--- config.mk ---
export PLATFORM = sky130hd
export DESIGN_NAME = multi_edge_detect
export DESIGN_NICKNAME = d
export VERILOG_FILES = /design/src/rtl/multi_edge_detect.sv
export SDC_FILE = /design/constraint.sdc
export NUM_CORES = 1
export LEC_CHECK = 0
export BUFFER_PORTS_ARGS = -buffer_cell sky130_fd_sc_hd__buf_4
export CELL_PAD_IN_SITES_DETAIL_PLACEMENT = 1
export CELL_PAD_IN_SITES_GLOBAL_PLACEMENT = 1
export CORE_UTILIZATION = 45
export DETAILED_ROUTE_END_ITERATION = 10
export PLACE_DENSITY_LB_ADDON = 0.1
export REMOVE_ABC_BUFFERS = 1
export SLEW_MARGIN = 20
export SYNTH_ARGS = -nofsm -noshare
export SYNTH_HDL_FRONTEND = slang
export SYNTH_SLANG_ARGS = --single-unit
--- constraint.sdc ---
create_clock -name clk -period 6.1 [get_ports clk]
set_clock_uncertainty 0.1 [all_clocks]
set_input_delay 1.525 -clock clk [delete_from_list [all_inputs] [get_ports clk]]
set_output_delay 1.525 -clock clk [all_outputs]
set_load 0.02 [all_outputs]
--- src/rtl/multi_edge_detect.sv ---
// Multi-channel synchronised, debounced edge detector.
// Each channel reports pulses, a sticky flag and a saturating event count.
module multi_edge_detect #(
  parameter int WIDTH       = 4,
  parameter int SYNC_STAGES = 2,
  parameter int DB_CYCLES   = 4,
  parameter int CNT_W       = 8
) (
  input  logic                   clk,
  input  logic                   reset,
  input  logic [WIDTH-1:0]       in,
  input  logic [2*WIDTH-1:0]     mode,
  input  logic [WIDTH-1:0]       clr,
  output logic [WIDTH-1:0]       level,
  output logic [WIDTH-1:0]       pulse,
  output logic [WIDTH-1:0]       sticky,
  output logic [WIDTH*CNT_W-1:0] count,
  output logic                   any
);

  localparam int DB_W = (DB_CYCLES < 2) ? 1 : $clog2(DB_CYCLES + 1);
  localparam logic [DB_W-1:0] DB_LAST = DB_W'(DB_CYCLES - 1);

  for (genvar i = 0; i < WIDTH; i++) begin : g_ch
    logic [SYNC_STAGES-1:0] s;
    logic [DB_W-1:0]        db_cnt;
    logic [CNT_W-1:0]       ev_cnt;
    logic                   lvl;
    logic                   pls;
    logic                   stk;
    logic                   synced;
    logic                   accept;
    logic                   hit;

    assign synced = s[SYNC_STAGES-1];
    assign accept = (synced != lvl) && (db_cnt == DB_LAST);
    // The edge direction is the incoming synced value at acceptance.
    assign hit = accept &&
                 ((synced && mode[2*i]) || (!synced && mode[2*i+1]));

    always_ff @(posedge clk or posedge reset) begin
      if (reset) begin
        s      <= '0;
        db_cnt <= '0;
        lvl    <= 1'b0;
        pls    <= 1'b0;
      end else begin
        s   <= {s[SYNC_STAGES-2:0], in[i]};
        pls <= hit;
        if (synced == lvl) begin
          db_cnt <= '0;
        end else if (accept) begin
          lvl    <= synced;
          db_cnt <= '0;
        end else begin
          db_cnt <= db_cnt + DB_W'(1);
        end
      end
    end

    // A pulse on the same edge as clr wins over the clear.
    always_ff @(posedge clk or posedge reset) begin
      if (reset) begin
        stk    <= 1'b0;
        ev_cnt <= '0;
      end else begin
        if (hit)
          stk <= 1'b1;
        else if (clr[i])
          stk <= 1'b0;
        if (clr[i])
          ev_cnt <= hit ? CNT_W'(1) : '0;
        else if (hit && (ev_cnt != '1))
          ev_cnt <= ev_cnt + CNT_W'(1);
      end
    end

    assign level[i]                  = lvl;
    assign pulse[i]                  = pls;
    assign sticky[i]                 = stk;
    assign count[i*CNT_W +: CNT_W]   = ev_cnt;
  end

  assign any = |pulse;

endmodule

**After elaboration in Yosys (flattened, before gate mapping)**

Cells that the tools add are included.

- Output and inout port bits: 45
- Word-level logic and storage cells: 121
- Input bits: 18
- Flip-flop bits (word level): 64

- Bitwise operators: 4
- $add $sub $neg: 8
- Reductions and logical operators: 41
- Mux-type cells: 28
- Eq/ne operators: 16

Operators with widths:

| operator | count |
|---|---|
| $mux W8 | 8 |
| $add A8 B1 Y8 const B | 4 |
| $ne A8 B8 Y1 const B | 4 |
| $mux W3 | 8 |
| $logic_and A1 B1 Y1 | 20 |
| $reduce_bool A2 Y1 | 8 |
| $add A3 B1 Y3 const B | 4 |
| $eq A3 B2 Y1 const B | 4 |
| $mux W1 | 12 |
| $reduce_and A2 Y1 | 4 |
| $eq A1 B1 Y1 | 4 |
| $logic_not A1 Y1 | 4 |
| $logic_or A1 B1 Y1 | 4 |
| $ne A1 B1 Y1 | 4 |
| $not A1 Y1 | 4 |
| $reduce_or A4 Y1 | 1 |

**Depth between registers and ports, before layout**

- Word-level depth: 7
- Mapped depth: 6
- Depth with buffers taken out: 6

**Least setup slack after synthesis**

OpenSTA, ideal clock, no wires.

- Kind: input to register
- From: input port mode[0]
- To: register g_ch[0].ev_cnt[5]
- Arrival: 2454 ps
- Stages on the path: 4
- Library setup time: 125 ps
- Buffers on the path: 0
- Setup slack: 3422 ps
- Required time: 5875 ps
- Path through: and3b_1 o21ai_4 nor4_1 mux2_2

- Word-level cells in the longest chain between the ends: 5

Ends and longest elaborated chain:

| item | RTL line | source |
|---|---|---|
| start: declaration | 12 | `input logic [2*WIDTH-1:0] mode,` |
| $logic_and A1 B1 Y1 | 39 | `((synced && mode[2*i]) \|\| (!synced && mode[2*i+1]));` |
| $logic_or A1 B1 Y1 | 39 |  |
| $logic_and A1 B1 Y1 | 38 | `assign hit = accept &&` |
| $logic_and A1 B1 Y1 | 73 | `else if (hit && (ev_cnt != '1))` |
| $reduce_bool A2 Y1 (no line) | -- |  |
| end signal: assignment | 72 | `ev_cnt <= hit ? CNT_W'(1) : '0;` |
| end signal: assignment | 74 | `ev_cnt <= ev_cnt + CNT_W'(1);` |
| end: declaration | 27 | `logic [CNT_W-1:0] ev_cnt;` |

Every way passes these cells.
A chain may end at the register's enable or synchronous reset.

**Worst setup path after layout**

- From: register g_ch[0].pls
- To: output port any

- Word-level cells in the longest chain between the ends: 1

Ends and longest elaborated chain:

| item | RTL line | source |
|---|---|---|
| start: declaration | 29 | `logic pls;` |
| start signal: assignment | 49 | `pls <= hit;` |
| $reduce_or A4 Y1 | 84 | `assign any = \|pulse;` |
| end: declaration | 18 | `output logic any` |

Every way passes these cells.

==> metrics.md <==
| Metric | Value |
|---|---|
| Kind of critical path | reg2out |
| Commonest non-fill, non-tap cell in the layout | dfrtp_1 |
| Hold slack final | 0.251 ns |
| Latest clock arrival within the worst-skew pair | 0.33 ns |
| Most frequent cells in the layout | 64 x dfrtp_1, 63 x buf_4, 17 x a21oi_1, 17 x nand2_1, 16 x inv_1 |
| Slowest cell on the critical path | or4_1 |
| Max-cap violations | 0 |
| Yosys warning count | 0 |
| Crit start category | register |
| Outcome | complete, but fails checks |
| Largest family of logic cells by synthesized area | simple AND/OR/NAND/NOR gates |
| Post-CTS Resized | 0 |
| PortBufs | 62 |
| Initial antenna violation count | 0 |
| DP HPWL | 4.87 mm |
| # H-tree levels | 3 |
| Slew Viols, Final | 0 |
| RSZ-0062 raised after global routing | false |
| DIE WIDTH | 84.9 µm |
| CTS Sinks | 64 |
| Ant. Diodes | 0 |
| Seq cells post-synth | 64 |
| Clock slew at reported path FFs | 0.06 ns |
| Routed WL | 7.18 mm |
| Mux cell area share after synthesis | 1.78% |
| Antenna viol nets, final | 0 |
| Synthesized area | 3090 µm² |
| Ys flop type | dfrtp_1 |
| Relative slew slack | 34.6% |
| Die span in y | 84.9 µm |
| Leading area contributor after synthesis | dfrtp_1 |
| GRT Util Overall | 22.1% |
| Drt via density | 5.75 |
| Setup tns final | 0 ns |
| Slew @ Worst Pin | 0.975 ns |
| Compound-Gate Fraction of Synth Area | 15.1% |
| Placer Congestion | 0.806 |
| Post-synthesis sequential area ratio | 51.8% |
| Starting Density | 47.6% |
| Reg2Reg Setup Slack | 3.90 ns |
| Number of global-route vias before repair | 2510 |
| R2R cell count | 6 |
| TritonCTS clock tree | done |
| Max Buffers Root-to-Sink | 2 |
| Reg-to-reg endpoint | g_ch[3].ev_cnt[7]$_DFFE_PP0P_ |
| Hold EP | g_ch[0].s[1]$_DFF_PP0_ |
| Period utilization | 50.0% |
| Number of synthesized flops with an enable pin | 0 |
| Die footprint | 7210 µm² |
| Final setup violation count | 0 |
| Max Freq | 328 MHz |
| FFs w/ async S/R, synth | 100% |
| Static Leak | 1.72 nW |
| Post-layout min period | 3.05 ns |
| Worst VDD drop | 0.176 mV |
| Total CTS buffers | 9 |
| Layout cells sized above 1 | 25.1% |
| Hold path depth | 0 |
| Synth Area in XOR/XNOR | 1.13% |
| Nets | 375 |
| Synth Area per Inst | 10.5 µm² |
| Synth Area in Simple Gates | 20.8% |
| DR WL/cell | 16.7 µm |
| Failing checks | DRC |
| Hold path start | g_ch[0].s[0]$_DFF_PP0_ |
| Hold-fix buffers, CTS | 0 |
| CP cell instances | or4_1 -> buf_4 |
| DRC | 4 |
| Rows | 29 |
| Top cells by area, synth | dfrtp_1 52%, ha_1 3.2%, buf_4 2.9%, a21oi_1 2.8%, nor3_1 2.1% |
| Post-Synthesis Cells | 294 |
| Worst r2r src | g_ch[3].db_cnt[0]$_DFF_PP0_ |
| Crit path DAT | 1.42 ns |
| Total setup buffers inserted after CTS | 0 |
| Unique masters post-synth | 51 |
| Top-area cell type share of the netlist area | 51.8% |
| Final Hold Viols | 0 |
| Adder-Cell Fraction of Synth Area | 3.24% |
| Max stage delay on crit path | 0.51 ns |
| P&R area growth vs syn | 21.6% |
| Ports | 63 |
| Crit path required time | 4.47 ns |
| Hold crit path type | reg2reg |
| DR vias | 2479 |
| CTS root buf | clkbuf_8 |
| Worst setup EP type | output pin |
| Power density cells | 294 nW/µm² |
| CORE AREA | 6490 µm² |
| Initial drt markers | 73 |
| First-pass GRT wire length | 12.5 mm |
| CP max FO | 2 |
| GR Overflow Total | 0 |
| First drt pass iteration count | 9 |
| Largest net degree at the start of global routing | 65 |
-- report_power, final --
part / total, mW / switching [mW] / internal [mW]
Combinational: 0.201 / 0.108 / 0.0933
Clock: 0.392 / 0.159 / 0.233
Sequential: 0.510 / 0.0404 / 0.470
Total: 1.10 / 0.307 / 0.796
-- per-stage QoR --
| step | utilization (%) | instances | power, mW | setup slack (ns) | area, µm² |
|---|---|---|---|---|---|
| 2_1_floorplan | - | 275 | 0.636 | 2.88 | 2970 |
| 3_3_place_gp | 54.5 | 415 | 0.706 | 2.79 | 3540 |
| 3_5_place_dp | 54.5 | 415 | 0.720 | 2.76 | 3540 |
| 4_1_cts | 57.9 | 431 | 1.12 | 3.02 | 3760 |
| 5_1_grt | 57.9 | 431 | 1.16 | 2.86 | 3760 |
| 6_report | 57.9 | 431 | 1.10 | 3.05 | 3760 |
-- sequential cells by signal (all words and copies together), names as in the netlist --
| signal | cells |
|---|---|
| g_ch.pls | 4 |
| g_ch.db_cnt | 12 |
| g_ch.stk | 4 |
| g_ch.lvl | 4 |
| g_ch.ev_cnt | 32 |
| g_ch.s | 8 |
-- critical path: cells and delay by family (launching register included) --
kind | cells | cell delay, ns
flip-flops | 1 | 0.42
AND/OR/NAND/NOR | 1 | 0.51
buffers and inverters | 1 | 0.17
-- synth_stat cells (3+ instances only) --
library cell	number
o311ai_0	3
a41oi_1	3
a31oi_1	4
clkbuf_1	5
a21oi_1	17
nand3_1	12
nor2b_1	9
o31ai_1	8
o21ai_0	9
nor3_1	13
and3b_1	6
nor2_1	10
xnor2_1	4
nand2b_1	3
nor4_1	3
mux2_2	4
nand2_1	17
and4_1	4
buf_4	12
nand4_1	3
a211oi_1	4
dfrtp_1	64
nor3b_1	6
or4_1	8
nand3b_1	3
ha_1	8
inv_1	17
a41o_1	4
-- cell type report --
class	instances	area (µm²)
inverter	19	71.3
tap	77	96.3
multi-input combinational	192	1300
fill	722	2740
timing repair buffer	63	473
clock inverter	2	35.0
sequential	64	1600
clock buffer	14	183
-- metal layers --
| layer | vias to the layer above | part of all wire [%] | global-route usage, % |
|---|---|---|---|
| li1 | 1186 | - | - |
| met1 | 1239 | 49 | 30.7 |
| met2 | 43 | 46 | 34.1 |
| met3 | 11 | 2.9 | 4.09 |
| met4 | 0 | 1.7 | 9.71 |
| met5 | - | 0 | 0 |
-- how the worst max path moves through the flow --
stage	slack, ns	endpoint	from
2_1_floorplan	2.88	g_ch[0].db_cnt[0]$_DFF_PP0_	reset
3_5_place_dp	2.76	g_ch[1].ev_cnt[4]$_DFFE_PP0P_	mode[2]
4_1_cts	3.02	any	g_ch[0].pls$_DFF_PP0_
5_1_grt	2.86	g_ch[3].ev_cnt[0]$_DFFE_PP0P_	mode[6]
3_3_place_gp	2.79	g_ch[1].ev_cnt[4]$_DFFE_PP0P_	mode[2]
6_report	3.05	any	g_ch[0].pls$_DFF_PP0_
-- kinds of logic after synthesis --
| logic type | Yosys count |
|---|---|
| XOR/XNOR | 4 |
| adder cells (fa/ha/maj) | 8 |
| buffers and inverters | 38 |
| multiplexers | 5 |
| AO/OA/AOI/OAI | 67 |
| flip-flops | 64 |
| AND/OR/NAND/NOR | 108 |
No activity file was read; power rests on OpenSTA's default activity.
